**src/rtl/sobel_sched_pkg.sv**
```systemverilog
`default_nettype none
// ============================================================================
// Module      : sobel_sched_pkg
// Description : Shared types and constants for the sobel3 window scheduler.
//               - sched_state_e   : scheduler FSM state encoding
//               - DEFAULT_*       : default pixel / address widths
//               - win_w()         : width of a packed 3x3 window
// Revision    : 1.0 - initial release
// ============================================================================
package sobel_sched_pkg;

  typedef enum logic [1:0] {
    ST_IDLE  = 2'd0,
    ST_FETCH = 2'd1,
    ST_WAIT  = 2'd2,
    ST_ISSUE = 2'd3
  } sched_state_e;

  localparam int DEFAULT_DATA_WIDTH = 4;
  localparam int DEFAULT_ADDR_W     = 16;
  localparam int PIXELS_PER_WINDOW  = 9;
  // Wide enough for the largest legal FETCH_TIMEOUT (65535).
  localparam int TIMEOUT_CNT_W      = 16;
  localparam int STATS_W            = 16;

  // Bits needed to carry one 3x3 window of data_width-bit pixels.
  function automatic int win_w(input int data_width);
    return data_width * PIXELS_PER_WINDOW;
  endfunction

endpackage : sobel_sched_pkg
`default_nettype wire

```
**src/rtl/sobel_rr_arb2.sv**
```systemverilog
`default_nettype none
// ============================================================================
// Module      : sobel_rr_arb2
// Description : Two-input round-robin arbiter. The grant is combinational
//               from the request valids and the last-grant register; the
//               register advances to the winning index on accept_i.
//               The register resets to 1 so requester 0 wins first.
// Ports       : clk, rst_n       - clock, async active-low reset
//               valid_i[1:0]     - request valids
//               accept_i         - winner was accepted this cycle
//               grant_o[1:0]     - one-hot grant (zero when nobody valid)
//               last_grant_o     - index of the most recently accepted winner
// Revision    : 1.0 - initial release
// ============================================================================
module sobel_rr_arb2 (
  input  logic       clk,
  input  logic       rst_n,
  input  logic [1:0] valid_i,
  input  logic       accept_i,
  output logic [1:0] grant_o,
  output logic       last_grant_o
);

  logic last_grant_q;

  always_comb begin
    grant_o = 2'b00;
    case (valid_i)
      2'b01:   grant_o = 2'b01;
      2'b10:   grant_o = 2'b10;
      // Both pending: favour whoever did not win last time.
      2'b11:   grant_o = last_grant_q ? 2'b01 : 2'b10;
      default: grant_o = 2'b00;
    endcase
  end

  always_ff @(posedge clk or negedge rst_n) begin
    if (!rst_n) begin
      last_grant_q <= 1'b1;
    end else if (accept_i) begin
      last_grant_q <= grant_o[1];
    end
  end

  assign last_grant_o = last_grant_q;

endmodule : sobel_rr_arb2
`default_nettype wire

```
**src/rtl/sobel_window_scheduler.sv**
```systemverilog
`default_nettype none
// ============================================================================
// Module      : sobel_window_scheduler
// Description : Serialises events from two requesters into the sobel3
//               gradient stage. Each accepted event fetches its 3x3 window
//               from window memory and hands the window to sobel3 when sobel3
//               asks for one. One event in flight at a time; the fetch is
//               abandoned (timeout_err pulse) after FETCH_TIMEOUT cycles.
// Optional    : SOBEL_SCHED_STATS_EN adds saturating evt_count / drop_count.
// Ports       : clk, rst_n                   - clock, async active-low reset
//               reqN_valid/addr/ready        - event requesters 0 and 1
//               fetch_req/addr/ack           - window read request handshake
//               fetch_rvalid/rdata           - window read data
//               sobel_window_req             - sobel3 wants a window
//               win_value/valid/addr/src     - window issued to sobel3
//               timeout_err                  - event dropped (1-cycle pulse)
//               busy                         - event in flight
//               evt_count, drop_count        - statistics (optional)
// Revision    : 1.0 - initial release
// ============================================================================
module sobel_window_scheduler
  import sobel_sched_pkg::*;
#(
  parameter int DATA_WIDTH    = DEFAULT_DATA_WIDTH,
  parameter int ADDR_W        = DEFAULT_ADDR_W,
  parameter int FETCH_TIMEOUT = 255
) (
  input  logic                                  clk,
  input  logic                                  rst_n,
  input  logic                                  req0_valid,
  input  logic [ADDR_W-1:0]                     req0_addr,
  output logic                                  req0_ready,
  input  logic                                  req1_valid,
  input  logic [ADDR_W-1:0]                     req1_addr,
  output logic                                  req1_ready,
  output logic                                  fetch_req,
  output logic [ADDR_W-1:0]                     fetch_addr,
  input  logic                                  fetch_ack,
  input  logic                                  fetch_rvalid,
  input  logic [DATA_WIDTH*PIXELS_PER_WINDOW-1:0] fetch_rdata,
  input  logic                                  sobel_window_req,
  output logic [DATA_WIDTH*PIXELS_PER_WINDOW-1:0] win_value,
  output logic                                  win_valid,
  output logic [ADDR_W-1:0]                     win_addr,
  output logic                                  win_src,
  output logic                                  timeout_err,
  output logic                                  busy
`ifdef SOBEL_SCHED_STATS_EN
  ,
  output logic [STATS_W-1:0]                    evt_count,
  output logic [STATS_W-1:0]                    drop_count
`endif
);

  localparam int WIN_W = win_w(DATA_WIDTH);
  localparam logic [TIMEOUT_CNT_W-1:0] C_TIMEOUT_LAST =
    TIMEOUT_CNT_W'(FETCH_TIMEOUT - 1);

  sched_state_e             state_q;
  logic [TIMEOUT_CNT_W-1:0] cnt_q;
  logic [TIMEOUT_CNT_W-1:0] cnt_d;
  logic [ADDR_W-1:0]        addr_q;
  logic [WIN_W-1:0]         rdata_q;
  logic                     fetch_req_q;
  logic [WIN_W-1:0]         win_value_q;
  logic [ADDR_W-1:0]        win_addr_q;
  logic                     win_src_q;
  logic                     win_valid_q;
  logic                     timeout_err_q;

  logic [1:0]               w_grant;
  logic                     w_last_grant;
  logic                     w_idle;
  logic                     w_accept;
  logic [ADDR_W-1:0]        w_sel_addr;
  logic                     w_timeout;

  // --------------------------------------------------------------------------
  // Requester arbitration
  // --------------------------------------------------------------------------
  assign w_idle     = (state_q == ST_IDLE);
  assign w_accept   = w_idle && (w_grant != 2'b00);
  assign w_sel_addr = w_grant[1] ? req1_addr : req0_addr;

  sobel_rr_arb2 u_arb (
    .clk          (clk),
    .rst_n        (rst_n),
    .valid_i      ({req1_valid, req0_valid}),
    .accept_i     (w_accept),
    .grant_o      (w_grant),
    .last_grant_o (w_last_grant)
  );

  assign req0_ready = w_idle && w_grant[0];
  assign req1_ready = w_idle && w_grant[1];

  // --------------------------------------------------------------------------
  // Timeout: the counter holds the number of completed FETCH/WAIT cycles, so
  // the edge that would bring it to FETCH_TIMEOUT is the one that gives up.
  // --------------------------------------------------------------------------
  assign cnt_d     = cnt_q + TIMEOUT_CNT_W'(1);
  assign w_timeout = (cnt_q == C_TIMEOUT_LAST);

  // --------------------------------------------------------------------------
  // Scheduler FSM and registered outputs
  // --------------------------------------------------------------------------
  always_ff @(posedge clk or negedge rst_n) begin
    if (!rst_n) begin
      state_q       <= ST_IDLE;
      cnt_q         <= '0;
      addr_q        <= '0;
      rdata_q       <= '0;
      fetch_req_q   <= 1'b0;
      win_value_q   <= '0;
      win_addr_q    <= '0;
      win_src_q     <= 1'b0;
      win_valid_q   <= 1'b0;
      timeout_err_q <= 1'b0;
    end else begin
      win_valid_q   <= 1'b0;
      timeout_err_q <= 1'b0;
      case (state_q)
        ST_IDLE: begin
          if (w_accept) begin
            addr_q      <= w_sel_addr;
            cnt_q       <= '0;
            fetch_req_q <= 1'b1;
            state_q     <= ST_FETCH;
          end
        end

        ST_FETCH: begin
          cnt_q <= cnt_d;
          if (w_timeout) begin
            fetch_req_q   <= 1'b0;
            timeout_err_q <= 1'b1;
            state_q       <= ST_IDLE;
          end else if (fetch_ack) begin
            fetch_req_q <= 1'b0;
            state_q     <= ST_WAIT;
          end
        end

        ST_WAIT: begin
          cnt_q <= cnt_d;
          // Data arriving on the expiry edge still counts as a success.
          if (fetch_rvalid) begin
            rdata_q <= fetch_rdata;
            state_q <= ST_ISSUE;
          end else if (w_timeout) begin
            timeout_err_q <= 1'b1;
            state_q       <= ST_IDLE;
          end
        end

        ST_ISSUE: begin
          if (sobel_window_req) begin
            win_value_q <= rdata_q;
            win_addr_q  <= addr_q;
            // The arbiter only moves on accept in IDLE, so its last-grant
            // register still names the source of the event in flight.
            win_src_q   <= w_last_grant;
            win_valid_q <= 1'b1;
            state_q     <= ST_IDLE;
          end
        end

        default: begin
          state_q <= ST_IDLE;
        end
      endcase
    end
  end

  assign fetch_req   = fetch_req_q;
  assign fetch_addr  = addr_q;
  assign win_value   = win_value_q;
  assign win_valid   = win_valid_q;
  assign win_addr    = win_addr_q;
  assign win_src     = win_src_q;
  assign timeout_err = timeout_err_q;
  assign busy        = !w_idle;

  // --------------------------------------------------------------------------
  // Optional saturating statistics
  // --------------------------------------------------------------------------
`ifdef SOBEL_SCHED_STATS_EN
  logic [STATS_W-1:0] evt_count_q;
  logic [STATS_W-1:0] drop_count_q;

  always_ff @(posedge clk or negedge rst_n) begin
    if (!rst_n) begin
      evt_count_q  <= '0;
      drop_count_q <= '0;
    end else begin
      if (win_valid_q && (evt_count_q != '1)) begin
        evt_count_q <= evt_count_q + STATS_W'(1);
      end
      if (timeout_err_q && (drop_count_q != '1)) begin
        drop_count_q <= drop_count_q + STATS_W'(1);
      end
    end
  end

  assign evt_count  = evt_count_q;
  assign drop_count = drop_count_q;
`endif

endmodule : sobel_window_scheduler
`default_nettype wire

```
**config.mk**
```make
export PLATFORM = sky130hd
export DESIGN_NAME = sobel_window_scheduler
export DESIGN_NICKNAME = d
export VERILOG_FILES = /design/src/rtl/sobel_sched_pkg.sv /design/src/rtl/sobel_rr_arb2.sv /design/src/rtl/sobel_window_scheduler.sv
export SDC_FILE = /design/constraint.sdc
export NUM_CORES = 1
export LEC_CHECK = 0
export CAP_MARGIN = 20
export CORE_UTILIZATION = 30
export DETAILED_ROUTE_END_ITERATION = 12
export PLACE_DENSITY = 0.64
export SLEW_MARGIN = 0
export SYNTH_ARGS = -nofsm -noshare
export SYNTH_HDL_FRONTEND = slang
export SYNTH_SLANG_ARGS = --single-unit
```
**constraint.sdc**
```tcl
create_clock -name clk -period 3.1 [get_ports clk]
set_clock_uncertainty 0.15 [all_clocks]
set_input_delay 0.31 -clock clk [delete_from_list [all_inputs] [get_ports clk]]
set_output_delay 0.31 -clock clk [all_outputs]
set_load 0.01 [all_outputs]
```
After elaboration in Yosys (flattened, before gate mapping)

Index checks and enable logic that the tools add are counted.

Add/sub/neg operators: 1
Multipliers: 0
Divide/modulo/power cells: 0
$lt $le $gt $ge: 0
Equal/unequal tests: 11
Shift-type cells: 0
Muxes and demuxes: 21
Bitwise operators: 0
Reduce and logical (&&, ||, !) cells: 15

Operator list:

| operator                | number |
|---|---|
| $mux W16                | 2 |
| $pmux W16 S2            | 1 |
| $add A16 B1 Y16 const B | 1 |
| $eq A16 B8 Y1 const B   | 1 |
| $mux W2                 | 7 |
| $eq A2 B2 Y1 const B    | 4 |
| $pmux W2 S4             | 1 |
| $reduce_and A2 Y1       | 4 |
| $mux W1                 | 7 |
| $ne A3 B3 Y1 const B    | 2 |
| $pmux W2 S3             | 1 |
| $reduce_bool A2 Y1      | 3 |
| $eq A2 B1 Y1 const B    | 2 |
| $pmux W1 S2             | 2 |
| $reduce_and A4 Y1       | 1 |
| $logic_and A1 B1 Y1     | 3 |
| $reduce_and A3 Y1       | 1 |
| $logic_not A2 Y1        | 1 |
| $ne A2 B1 Y1 const B    | 1 |
| $ne A2 B2 Y1 const B    | 1 |
| $reduce_or A2 Y1        | 1 |
| $logic_not A1 Y1        | 1 |

Flip-flop bits (word level): 127
Bits in latches: 0
RAM bits: 0
ROM bits: 0
Output and inout port bits: 75
Word-level logic and storage cells: 59
Memories: 0

Longest topological paths before layout

Depth in word-level cells: 6
Depth in mapped cells: 8
Mapped depth without buffers: 6

By module

Synthesis repeated with hierarchy kept, for this count alone.

Cells, all modules: 395
Area total of the unflattened synthesis: 5288.8 µm²

Modules (own cells, without submodules):

| module                 | times used | cells an instance | area an instance (µm²) | seq. area each (µm²) |
|---|---|---|---|---|
| sobel_window_scheduler | 1          | 390               | 5225.0                 | 3153.0 |
| sobel_rr_arb2          | 1          | 5                 | 63.8                   | 26.3 |

Worst setup path after synthesis

Ideal clock, no wire load.

Path type: flip-flop to flip-flop
Start: register state_q[0]
End: register cnt_q[15]
Library setup time: 0.078 ns
Data arrival time: 2.000 ns
Slack: 0.872 ns
Stages on the path, launching flop included: 9
Cells stage by stage: dfrtp_1 > inv_1 > ha_1 > buf_6 > nor3b_4 > or3_1 > buf_2 > or4_1 > a21oi_1

Longest elaborated chain between the ends: 4

RTL lines:

| item                                                                     | RTL line                      | RTL |
|---|---|---|
| start: declaration                                                       | sobel_window_scheduler.sv:59  | `sched_state_e state_q;` |
| start signal: assignment                                                 | sobel_window_scheduler.sv:109 | `state_q <= ST_IDLE;` |
| start signal: assignment                                                 | sobel_window_scheduler.sv:128 | `state_q <= ST_FETCH;` |
| start signal: assignment                                                 | sobel_window_scheduler.sv:137 | `state_q <= ST_IDLE;` |
| $eq A2 B2 Y1, or another cell as far along                               | sobel_window_scheduler.sv:122 | `case (state_q)` |
| $reduce_or A2 Y1 (no source line) or $logic_and A1 B1 Y1 (tied branches) | n/a                           |  |
| $reduce_bool A2 Y1 (no source line) or $ne A2 B1 Y1 (tied branches)      | n/a                           |  |
| $reduce_and A2 Y1 (no source line)                                       | n/a                           |  |
| end signal: assignment                                                   | sobel_window_scheduler.sv:133 | `cnt_q <= cnt_d;` |
| end signal: assignment                                                   | sobel_window_scheduler.sv:145 | `cnt_q <= cnt_d;` |
| end: declaration                                                         | sobel_window_scheduler.sv:60  | `logic [TIMEOUT_CNT_W-1:0] cnt_q;` |

Parallel ways exist; a longest one is shown, timed or not.
A chain may end at the register's enable or synchronous reset.

Worst setup path after layout

Start: register state_q[0]
End: output req0_ready

Longest elaborated chain between the ends: 2

RTL lines:

| item                | RTL line                     | RTL |
|---|---|---|
| $logic_not A2 Y1    | sobel_window_scheduler.sv:81 | `assign w_idle = (state_q == ST_IDLE);` |
| $logic_and A1 B1 Y1 | sobel_window_scheduler.sv:94 | `assign req0_ready = w_idle && w_grant[0];` |
| end: declaration    | sobel_window_scheduler.sv:32 | `output logic req0_ready,` |

No other way between the ends.

==> impl_results.md <==
* Leak at 3.29 nW
* Syn_nets at 477
* Root Buffer: clkbuf_16
* DR pass1 iterations at 4
* Die Span Y at 135 um
* Worst slew margin at 41.2%
* TNS Setup at 0 ps
* Max Cap Viol at 0
* Crit path DAT at 2110 ps
* Placement Setup Slack at 668 ps
* CTS H-Tree Depth at 4
* Synth warn at 0
* DRT antenna net count at 0
* Detailed Route WL at 11600 um
* Type of origin of the critical path: register
* Port bufs at 149
* Die Wd at 135 um
* Max Transition Viols Final at 0
* CTS Buffer Depth at 2
* ANT cells at 0
* Top-level I/O count at 150
* Vias in the first global route at 3902
* Period minus WS final at 2570 ps
* VDD IR max at 448 uV
* Site Rows at 48
* Synthesized area at 5280 um2
* Post-synthesis sequential area ratio at 60.2%
* Pwr Density at 970 nW/um2
* Core region area at 17200 um2
* NumNets Final at 634
* DR vias/cell at 4.60
* Vias at 3633
* Hpwl dp at 8210 um
* Dpl cells at 757
* Syn Area/Cell at 13.4 um2
* Max Fclk at 389 MHz
* Number of synthesized flops with an enable pin at 0
* Full die area at 18100 um2
* Non-filler instance count after layout at 789
* Worst endpoint required time at 2640 ps
* Finish-stage setup viols at 0
* Largest net degree at the start of global routing at 68
* Final-report hold violation count at 0
* First-pass GRT wire length at 19500 um
* Drt drc at 0
* WHS at 124 ps
* Post-CTS Resized at 0
* Critical path fanouts, max at 8
* Clock sink count at 127
* P&R area growth vs syn at 45.2%
* Ys async rst share at 100%
* Gpl congestion at 0.794
* Initial Util at 30.6%
* Antenna violations before repair at 0
* Grt ovf at 0
* Layout cells sized above 1 at 23.4%
* Clock latency on the worst-skew pair at 410 ps
* Synth Register Bits at 127
* Slew @ Worst Pin at 878 ps
* Crit. End Element: primary output
* Final setup margin at 527 ps
* Initial DRC count at 98
* Layout fillers at 1559
* HP Class: input pin to async pin
* Cells after Synth at 395
* Clock-pin slew of the registers on the worst-case setup and hold paths at 60 ps
* CTS tree: yes
* Crit share post-route at 83.0%
* Total power draw at 7.44 mW
* RSZ-0062 raised after global routing: false
* Gr usage total at 14.0%
* Crit Path Category: register to primary output
* Main synth FF type: dfrtp_1
* Status: complete, no violations
* Num CTS Buffers at 17
* Wirelength per Cell at 14.7 um
* Post-synthesis cell type count at 35
==> cell type report <==
cell class | instances | area (um2) | area share [%]
flip-flops and latches | 127 | 3180 | 41.5
multi-input cells | 238 | 1990 | 25.9
repair buffers | 156 | 1580 | 20.6
clock buffers | 20 | 457 | 5.96
well taps | 225 | 282 | 3.67
clock inverters | 11 | 133 | 1.73
inverters | 12 | 45.0 | 0.588
==> synthesized netlist by cell type, drive strengths merged (2+ instances only) <==
cell type,n,share of area (%)
a21oi,13,1.2
and4,2,0.33
buf,5,0.59
clkbuf,13,0.92
dfrtp,126,60
ha,7,1.7
inv,12,0.85
mux2,89,19
mux2i,19,3.6
nand2,23,1.6
nand3,5,0.47
nand4,2,0.24
nor2,13,0.92
nor3b,2,0.50
nor4,3,0.36
nor4b,2,0.33
o21ai,24,2.3
o31ai,7,1.0
or3,4,0.47
or4,7,1.0
xnor2,6,1.0
==> worst paths after layout <==
check	startpoint	end	slack (ps)	depth (start not counted)
setup / recovery	state_q[0]	req0_ready	530	5
setup reg to reg	state_q[0]	cnt_q[15]	660	6
hold / removal	rst_n	win_addr[6]	120	2
max in group asynchronous	rst_n	rdata_q[18]	1800	3
hold reg to reg	rdata_q[29]	win_value[29]	350	1
min in group clk	rdata_q[29]	win_value[29]	350	1
==> what timing repair did <==
action	CTS	global route
buffers inserted	0	0
endpoints found under the hold margin	77	0
hold buffers	1	0
==> report_power, final <==
group | internal [mW] | total [mW] | switching [mW]
Sequential | 2.39 | 2.79 | 0.395
Clock | 1.23 | 1.97 | 0.735
Combinational | 1.58 | 2.68 | 1.10
==> state kept, by name, indices dropped and copies added (netlist names) <==
name and flops:
rdata_q 36, win_value 36, cnt_q 16, fetch_addr 16
win_addr 16, state_q 2, fetch_req 1, timeout_err 1
u_arb.last_grant_o 1, win_src 1, win_valid 1
==> routing by layer <==
layer | wire length, um | GRT usage [%]
met1 | 4560 | 15.4
met2 | 6070 | 24.4
met3 | 767 | 4.88
met4 | 227 | 6.12
met5 | 0 | 0
==> worst max-delay path, stage by stage (launching register included) <==
cell,delay [ps]
dfrtp_1,400
inv_1,140
ha_1,350
o21ai_2,120
nor2_1,100
clkdlybuf4s50_1,590
==> kinds of logic after synthesis <==
family          synth area share (%)
flops                           60.2
mux                             22.6
simple gates                    6.78
compound gates                  5.38
buf+inv                         2.37
fa+ha+maj                       1.66
xor+xnor                       0.995
==> cell usage in the layout (no fill, tap or decap), types with 3 or more instances in the layout <==
cell / Yosys / layout
o21ai_0: 23 / 23
nand3_1: 5 / 5
buf_4: 0 / 4
xnor2_1: 6 / 6
clkinv_4: 0 / 3
clkdlybuf4s50_1: 0 / 148
mux2i_1: 19 / 19
nand2_1: 23 / 21
mux2_2: 89 / 89
ha_1: 7 / 7
a21oi_1: 13 / 13
o31ai_1: 7 / 7
or4_1: 7 / 7
buf_12: 0 / 3
nor2_1: 13 / 13
or3_1: 4 / 4
clkbuf_16: 0 / 17
inv_1: 12 / 12
nor4_1: 3 / 3
dfrtp_1: 126 / 126
inv_6: 0 / 3
==> through the flow <==
step	instance area [um2]	utilization, %
final	7660	44.5
after global routing	7660	44.5
after CTS	7660	44.5
after detailed placement	7060	41.0
after global placement	7060	41.0
after floorplan	5280	-
(Power assumes the default switching activity.)
